===== src/rtl/cmult_rr_sched.sv =====
// cmult_rr_sched
// Round-robin front end for one shared, fully pipelined complex multiplier.
// Each cycle at most one requesting channel is granted, and its operands are
// registered into the multiplier. The channel index travels down a tag pipe
// that matches the multiplier latency, so every result comes back tagged.
//
// Ports
//   clk, rst              : clock, synchronous active-high reset
//   s_din{1,2}_{re,im}    : per-channel operands, channel i at [i*W +: W]
//   s_valid / s_ready     : per-channel request / one-hot grant (combinational)
//   m_din{1,2}_{re,im}    : registered operands to the multiplier
//   m_din_valid           : issue strobe to the multiplier
//   m_dout_{re,im,valid}  : multiplier result
//   dout_{re,im,ch,valid} : registered, channel-tagged result
//   tag_err               : sticky result/tag mismatch flag
module cmult_rr_sched #(
  parameter int N_CH         = 4,
  parameter int DIN1_WIDTH   = 16,
  parameter int DIN2_WIDTH   = 16,
  parameter int MULT_LATENCY = 6,
  localparam int CH_W        = (N_CH > 1) ? $clog2(N_CH) : 1,
  localparam int DOUT_W      = DIN1_WIDTH + DIN2_WIDTH + 1
) (
  input  logic                       clk,
  input  logic                       rst,
  input  logic [N_CH*DIN1_WIDTH-1:0] s_din1_re,
  input  logic [N_CH*DIN1_WIDTH-1:0] s_din1_im,
  input  logic [N_CH*DIN2_WIDTH-1:0] s_din2_re,
  input  logic [N_CH*DIN2_WIDTH-1:0] s_din2_im,
  input  logic [N_CH-1:0]            s_valid,
  output logic [N_CH-1:0]            s_ready,
  output logic [DIN1_WIDTH-1:0]      m_din1_re,
  output logic [DIN1_WIDTH-1:0]      m_din1_im,
  output logic [DIN2_WIDTH-1:0]      m_din2_re,
  output logic [DIN2_WIDTH-1:0]      m_din2_im,
  output logic                       m_din_valid,
  input  logic [DOUT_W-1:0]          m_dout_re,
  input  logic [DOUT_W-1:0]          m_dout_im,
  input  logic                       m_dout_valid,
  output logic [DOUT_W-1:0]          dout_re,
  output logic [DOUT_W-1:0]          dout_im,
  output logic [CH_W-1:0]            dout_ch,
  output logic                       dout_valid,
  output logic                       tag_err
);

  localparam int FC_W = $clog2(MULT_LATENCY + 1);

  // per-channel operand views
  logic [DIN1_WIDTH-1:0] d1_re [N_CH];
  logic [DIN1_WIDTH-1:0] d1_im [N_CH];
  logic [DIN2_WIDTH-1:0] d2_re [N_CH];
  logic [DIN2_WIDTH-1:0] d2_im [N_CH];

  for (genvar g = 0; g < N_CH; g++) begin : g_ch
    assign d1_re[g] = s_din1_re[g*DIN1_WIDTH +: DIN1_WIDTH];
    assign d1_im[g] = s_din1_im[g*DIN1_WIDTH +: DIN1_WIDTH];
    assign d2_re[g] = s_din2_re[g*DIN2_WIDTH +: DIN2_WIDTH];
    assign d2_im[g] = s_din2_im[g*DIN2_WIDTH +: DIN2_WIDTH];
  end

  logic [CH_W-1:0]  last;
  logic [CH_W-1:0]  gnt_idx;
  logic [CH_W-1:0]  cand_idx;
  logic             gnt_any;
  logic             xfer;
  logic [FC_W-1:0]  flush_cnt;
  logic             flush;
  int               cand;

  // Flush window: covers results of ops issued before reset that are still
  // inside the multiplier, which has no reset of its own.
  assign flush = (flush_cnt != '0);

  // Round-robin search starting one past the last granted channel.
  always_comb begin
    gnt_any  = 1'b0;
    gnt_idx  = '0;
    cand     = 0;
    cand_idx = '0;
    for (int k = 1; k <= N_CH; k++) begin
      cand = int'(last) + k;
      if (cand >= N_CH) cand = cand - N_CH;
      cand_idx = CH_W'(cand);
      if (!gnt_any && s_valid[cand_idx]) begin
        gnt_any = 1'b1;
        gnt_idx = cand_idx;
      end
    end
    xfer    = gnt_any && !flush && !rst;
    s_ready = '0;
    if (xfer) s_ready[gnt_idx] = 1'b1;
  end

  always_ff @(posedge clk) begin
    if (rst) begin
      flush_cnt <= FC_W'(MULT_LATENCY);
      last      <= CH_W'(N_CH - 1);
    end else begin
      if (flush) flush_cnt <= flush_cnt - 1'b1;
      if (xfer)  last      <= gnt_idx;
    end
  end

  // Issue register
  always_ff @(posedge clk) begin
    if (rst) begin
      m_din1_re   <= '0;
      m_din1_im   <= '0;
      m_din2_re   <= '0;
      m_din2_im   <= '0;
      m_din_valid <= 1'b0;
    end else begin
      m_din_valid <= xfer;
      if (xfer) begin
        m_din1_re <= d1_re[gnt_idx];
        m_din1_im <= d1_im[gnt_idx];
        m_din2_re <= d2_re[gnt_idx];
        m_din2_im <= d2_im[gnt_idx];
      end
    end
  end

  // Tag pipe: stage 0 is aligned with m_din_valid, so stage MULT_LATENCY is
  // aligned with m_dout_valid.
  logic [MULT_LATENCY:0] vld_pipe;
  logic [CH_W-1:0]       ch_pipe [MULT_LATENCY+1];
  logic                  tag_hit;

  always_ff @(posedge clk) begin
    if (rst) vld_pipe <= '0;
    else     vld_pipe <= {vld_pipe[MULT_LATENCY-1:0], xfer};
  end

  always_ff @(posedge clk) begin
    ch_pipe[0] <= gnt_idx;
    for (int i = 1; i <= MULT_LATENCY; i++) ch_pipe[i] <= ch_pipe[i-1];
  end

  assign tag_hit = vld_pipe[MULT_LATENCY];

  // Result stage
  always_ff @(posedge clk) begin
    if (rst) begin
      dout_re    <= '0;
      dout_im    <= '0;
      dout_ch    <= '0;
      dout_valid <= 1'b0;
      tag_err    <= 1'b0;
    end else begin
      dout_valid <= 1'b0;
      if (!flush && m_dout_valid && tag_hit) begin
        dout_re    <= m_dout_re;
        dout_im    <= m_dout_im;
        dout_ch    <= ch_pipe[MULT_LATENCY];
        dout_valid <= 1'b1;
      end
      if (!flush && (m_dout_valid ^ tag_hit)) tag_err <= 1'b1;
    end
  end

endmodule


===== config.mk =====
export PLATFORM = sky130hd
export DESIGN_NAME = cmult_rr_sched
export DESIGN_NICKNAME = d
export VERILOG_FILES = /design/src/rtl/cmult_rr_sched.sv
export SDC_FILE = /design/constraint.sdc
export NUM_CORES = 1
export LEC_CHECK = 0
export BUFFER_PORTS_ARGS = -buffer_cell sky130_fd_sc_hd__clkbuf_2
export CORE_ASPECT_RATIO = 0.75
export CORE_MARGIN = 3
export CORE_UTILIZATION = 27
export DETAILED_ROUTE_END_ITERATION = 12
export GPL_TIMING_DRIVEN = 1
export RECOVER_POWER = 50
export SLEW_MARGIN = 15
export SYNTH_ARGS = -nofsm -noshare
export SYNTH_HDL_FRONTEND = slang
export SYNTH_SLANG_ARGS = --single-unit
export TNS_END_PERCENT = 100

===== constraint.sdc =====
create_clock -name clk -period 4.36 [get_ports clk]
set_clock_uncertainty 0.15 [all_clocks]
set_input_delay 0 -clock clk [delete_from_list [all_inputs] [get_ports clk]]
set_output_delay 0 -clock clk [all_outputs]
set_load 0.02 [all_outputs]

# [Word-level counts from Yosys, hierarchy flattened]
# Memory sizes are Yosys's and may differ from the RTL's. A register that Yosys moved wholly into a read port is not among the register bits.
# Index checks and enable logic that the tools add are counted.
[classes] n_addsub=9 magnitude_cmp=11 n_mux=36 bitwise_logic=2 n_reduce_logical=15
[op_table] op="16-bit binary-select mux with 2-bit select" n=4
[op_table] op="16-bit two-way mux" n=8
[op_table] op="2-bit two-way mux" n=8
[op_table] op="2-bit by 3-bit less-than comparator with 1-bit output (second input constant)" n=5
[op_table] op="3-bit >= comparator (second input constant)" n=4
[op_table] op="1-bit two-way mux" n=10
[op_table] op="1-bit logical AND" n=9
[op_table] op="1-bit binary-select mux with 2-bit select" n=4
[op_table] op="2-bit by 1-bit subtractor with 2-bit output (second input constant)" n=4
[op_table] op="2-bit by 2-bit adder with 3-bit output (second input constant)" n=2
[op_table] op="1-bit logical NOT" n=5
[op_table] op="2-bit by 3-bit adder with 4-bit output (second input constant)" n=1
[op_table] op="4-bit by 3-bit >= comparator with 1-bit output (second input constant)" n=1
[op_table] op="4-bit two-way mux" n=1
[op_table] op="2-bit by 1-bit adder with 3-bit output (second input constant)" n=1
[op_table] op="2-bit NOT with 3-bit output" n=1
[op_table] op="3-bit nonzero test" n=1
[op_table] op="3-bit by 1-bit subtractor with 3-bit output (second input constant)" n=1
[op_table] op="1-bit demux with 2-bit select" n=1
[op_table] op="2-bit by 1-bit >= comparator with 1-bit output (second input constant)" n=1
[op_table] op="1-bit XOR" n=1
[word_totals] ff_bits=145 ram_bits=14 input_bits=329 out_inout_bits=139 wordCells=86 memories=1
[mem_list] memory="ch_pipe" words=7 word_bits=2 rd=7 rd_ports_with_merged_regs=1 write_ports=7 line="127" rtl="logic [CH_W-1:0] ch_pipe [MULT_LATENCY+1];"

# [Depth between registers and ports, before layout]
[depth] depth_word=20 mapped_depth=9 ltp_nobuf=7

# [Worst setup path before layout]
# No wires, ideal clock.
[synth_timing] path_type="flip-flop to output port" from="register flush_cnt[0]" to="output port s_ready[1]" arrival_ps=1825 t_required_ps=4210 path_slack_ps=2385 path_stages_with_launch=8 path_buffers=1 cell_sequence="dfxtp_1 -> inv_1 -> ha_1 -> nor2b_1 -> nand2_1 -> nor3_2 -> buf_2 -> nor2b_1"
[synth_via] elab_chain_len=5
[synth_lines] item="start, declared" line="67" rtl="logic [FC_W-1:0] flush_cnt;"
[synth_lines] item="start signal, assigned" line="97" rtl="flush_cnt <= FC_W'(MULT_LATENCY);"
[synth_lines] item="start signal, assigned" line="100" rtl="if (flush) flush_cnt <= flush_cnt - 1'b1;"
[synth_lines] item="3-bit nonzero test" line="73" rtl="assign flush = (flush_cnt != '0);"
[synth_lines] item="1-bit logical NOT" line="90" rtl="xfer = gnt_any && !flush && !rst;"
[synth_lines] item="1-bit logical AND (2 in series)" line="90"
[synth_lines] item="4-bit two-way mux" line="92" rtl="if (xfer) s_ready[gnt_idx] = 1'b1;"
[synth_lines] item="end, declared" line="31" rtl="output logic [N_CH-1:0] s_ready,"
# Every way passes these cells.

# [Worst setup path after layout]
[layout_timing] from="register last[1]" to="register m_din2_re[6]"
[layout_via] elab_chain_len=19 word_cells_on_any_way=44 cone_classes="8 x add/sub; 4 x order compare; 23 x mux; 1 x bitwise; 8 x reduce/logical"
[layout_lines] item="start, declared" line="62" rtl="logic [CH_W-1:0] last;"
[layout_lines] item="start signal, assigned" line="98" rtl="last <= CH_W'(N_CH - 1);"
[layout_lines] item="start signal, assigned" line="101" rtl="if (xfer) last <= gnt_idx;"
[layout_lines] item="2-bit by 1-bit adder with 3-bit output" line="82" rtl="cand = int'(last) + k;"
[layout_lines] item="3-bit >= comparator / 2-bit by 1-bit subtractor with 2-bit output (equally long branches)" line="83" rtl="if (cand >= N_CH) cand = cand - N_CH;"
[layout_lines] item="2-bit two-way mux" line="83"
[layout_lines] item="1-bit binary-select mux with 2-bit select" line="85" rtl="if (!gnt_any && s_valid[cand_idx]) begin"
[layout_lines] item="1-bit two-way mux (implied by the code)" line="85"
[layout_lines] item="1-bit two-way mux" line="85"
[layout_lines] item="1-bit logical NOT" line="85"
[layout_lines] item="1-bit logical AND" line="85"
[layout_lines] item="(+3 left out)"
[layout_lines] item="1-bit two-way mux" line="85"
[layout_lines] item="1-bit logical NOT" line="85"
[layout_lines] item="1-bit logical AND" line="85"
[layout_lines] item="2-bit two-way mux *" line="85"
[layout_lines] item="named net gnt_idx[1]" line="63" rtl="logic [CH_W-1:0] gnt_idx;"
[layout_lines] item="2-bit NOT with 3-bit output (implied by the code) *" line="118" rtl="m_din2_re <= d2_re[gnt_idx];"
[layout_lines] item="16-bit binary-select mux with 2-bit select *" line="118"
[layout_lines] item="16-bit two-way mux (implied by the code) * (2 in series)" line="118"
[layout_lines] item="end signal, assigned" line="118"
[layout_lines] item="end, declared" line="34" rtl="output logic [DIN2_WIDTH-1:0] m_din2_re,"
# The timed path passes the listed nets; every way through them passes the cells marked *. The select of a mux whose other input is x is not followed.
# A chain may end at the register's enable or synchronous reset.

==> out/qor.yml <==
io_pins: 468
vias_per_cell: 4.80
cts_made_buffers: 17
syn_avg_cell_area_sq_um: 9.64
initialDrtViolationCount: 439
switchingPower_mw: 1.14
yosys.area.top_type: "dfxtp_1"
ys.flop_type: "dfxtp_1"
report.final.hold_viol_count: 0
hold_depth: 5
portBuffers: 467
swShare: 0.295
critPathArrivalTime_ps: 4030
synth_seq_cells: 160
synth_seq_area_share: 0.401
synth_cell_types: 36
drtAntennaViolNets: 0
critPathTopFamily: "buffers and inverters"
detail_route.first_pass.iterations: 5
period_share: 0.886
power.density_mw_per_mm2: 286
grt_usage: 0.198
async_flop_share: 0
r2r_setup_slack_ps: 500
critPathBufInv: 3
clock_latency_ps: 430
grt_pass1_vias: 9402
placed_cell_area_sq_mm: 0.0104
p_int_mw: 2.73
routed_wl_mm: 33.0
crit_path_cell_trace: "nor3b_2, a311oi_4, nand3_4, buf_4, a211oi_2, dlygate4sd3_1, a211oi_2, dlygate4sd3_1"
synth_top_area_frac: 0.401
max_freq_ghz: 0.259
die_h_um: 155
period_minus_slack_ps: 3860
ir_drop_uv: 220
cts_buffer_depth: 2
grt_pass1_wl_mm: 49.9
grt_antenna_before_repair: 4
seq_power_share: 0.398
yosys_warnings: 0
postCtsSetupBuffers: 0
path_max_fanout: 33
maxSlewViolCount: 81
initial_utilization: 0.279
final_layout_size_suffix_gt1_frac: 0.332
slowest_stage: "dlygate4sd3_1"
cp_slowest_stage_delay_ps: 610
hold_end: "vld_pipe[0]"
clk_pin_slew_ps: 70
place_congestion: 0.797
tns_ps: 0
stdcell_area_sq_mm: 0.0135
coreArea_sq_mm: 0.0286
slew_headroom: -1.40
reg2reg_from: "last[1]"
violations: "capacitance limit, slew limit"
grt_max_degree: 81
critPathKind: "reg2reg"
synth_nets: 1160
drc: 0
worstPathRequired_ps: 4530
fin_util: 0.473
reg2reg_to: "m_din2_re[6]"
wl_per_cell_um: 17.3
die_w_um: 205
placed_cells: 1607
tightest_slew_ps: 3610
r2r_cells: 8
synth_edf_count: 0
comb_power_share: 0.196
dpl.hpwl_mm: 21.7
grt_overflow: 0
htree_levels: 4
routed-via-count: 9150
run_status: "finished, violations left"
hold_path.class: "in2reg"
min-delay-start: "s_valid[2]"
netlist_area_sq_mm: 0.00799
syn_inst: 829
layout.nets: 1833
die_area_sq_mm: 0.0317
hold_ws_ps: 76.4
clkSinkCount: 160
setup_viol: 0
cap_violations: 1
cts-root-buf: "clkbuf_16"
fin_cells: 1905
rsz0062_at_grt: "no"
num_rows: 53
synth.top_cells.by_area: "dfxtp_1, a211oi_2, mux2i_1"
p_clk_frac: 0.406
start_kind: "flop"
synthToLayoutAreaGrowth_pct: 69.4
p_leak_nw: 5.82
endpoint_kind: "flop"
cts_tree: "yes"
-- power groups by stage --
stage / sequential (mW) / clock [mW] / combinational, mW
after floorplan: 1.61 / 0 / 0.328
after global placement: 1.57 / 0 / 0.607
after detailed placement: 1.57 / 0 / 0.612
after CTS: 1.54 / 1.63 / 0.760
after global routing: 1.54 / 1.69 / 0.814
final: 1.54 / 1.57 / 0.758
-- Yosys cell counts (2+ instances only) --
master and n:
dfxtp_1 160, nand2_1 144, buf_2 21, inv_1 4, a211oi_2 110, o21ai_0 66
buf_4 4, and4_1 64, buf_8 3, a211oi_1 18, nor2b_1 8, nand2b_1 4
buf_12 4, buf_6 7, ha_1 2, clkbuf_1 46, nor2_1 10, a21oi_1 73
mux2i_1 64
-- logic make-up after synthesis --
kind of cell    after synthesis  share of synthesized area
xor+xnor                      2                    0.00219
simple gates                239                      0.163
flops                       160                      0.401
mux                          64                     0.0802
buf+inv                      90                     0.0664
fa+ha+maj                     2                    0.00313
compound gates              272                      0.284
-- layer usage --
layer / global-route usage / routed length (um) / share of wire
met4: 0.0792 / 1070 / 0.032
met5: 0 / 0 / 0
met1: 0.216 / 12400 / 0.38
met3: 0.0644 / 2890 / 0.087
met2: 0.357 / 16600 / 0.50
-- tightest hold or removal path: cells and delay by family --
| family | cells | cell delay (ps) |
|---|---|---|
| buffers and inverters | 1 | 100 |
| AND/OR/NAND/NOR | 4 | 510 |
-- state kept, by name, indices dropped and copies added, names as in the netlist --
register	flops
m_din1_re	16
m_din2_re	16
dout_im	33
m_din2_im	16
tag_err	1
m_din1_im	16
flush_cnt	3
dout_re	33
dout_ch	2
vld_pipe	7
dout_valid	1
last	2
ch_pipe	14
-- worst max path at each step --
stage,from,to,slack (ps),cells after the start
after floorplan,flush_cnt[0],s_ready[1],2390,7
after global placement,last[0],m_din2_im[1],1430,7
after detailed placement,last[0],m_din2_im[5],1340,7
after CTS,last[0],m_din1_im[10],260,9
after global routing,last[1],m_din2_re[6],320,8
final,last[1],m_din2_re[6],500,8
-- area by class of cell --
class / instances / area (sq um)
sequential: 160 / 3200
clock buffer: 17 / 425
fill: 2767 / 15100
tap: 385 / 482
multi-input combinational: 579 / 4290
antenna: 5 / 12.5
timing repair buffer: 739 / 4890
inverter: 5 / 21.3
clock inverter: 15 / 203
-- metrics by stage --
step	setup slack (ps)	total power, mW
6_report	495	3.87
4_1_cts	259	3.92
3_5_place_dp	1340	2.18
5_1_grt	318	4.05
3_3_place_gp	1430	2.18
2_1_floorplan	2390	1.94
-- placed cells by master (no fill, tap or decap), types with 2 or more instances in the layout --
cell             n
and3_4           2
inv_8            5
clkinv_8         4
inv_1            3
dfxtp_1        160
mux2i_1         64
dlygate4sd3_1  261
buf_12           2
nand2_1        144
nand2b_1         4
nor2b_1          8
and4_1          64
buf_4            8
inv_6            4
a21oi_1         72
ha_1             2
a211oi_2       110
o21ai_0         65
clkbuf_2       336
diode_2          5
nor2_1          10
clkbuf_16       17
a211oi_1        18
clkbuf_1       132
-- what timing repair did --
item	4_1_cts	5_1_grt
endpoints found under the hold margin	132	0
setup endpoints to repair	0	2
resized for setup	0	1
hold buffers	261	0
Note: power is estimated with default switching activity, not from simulation.
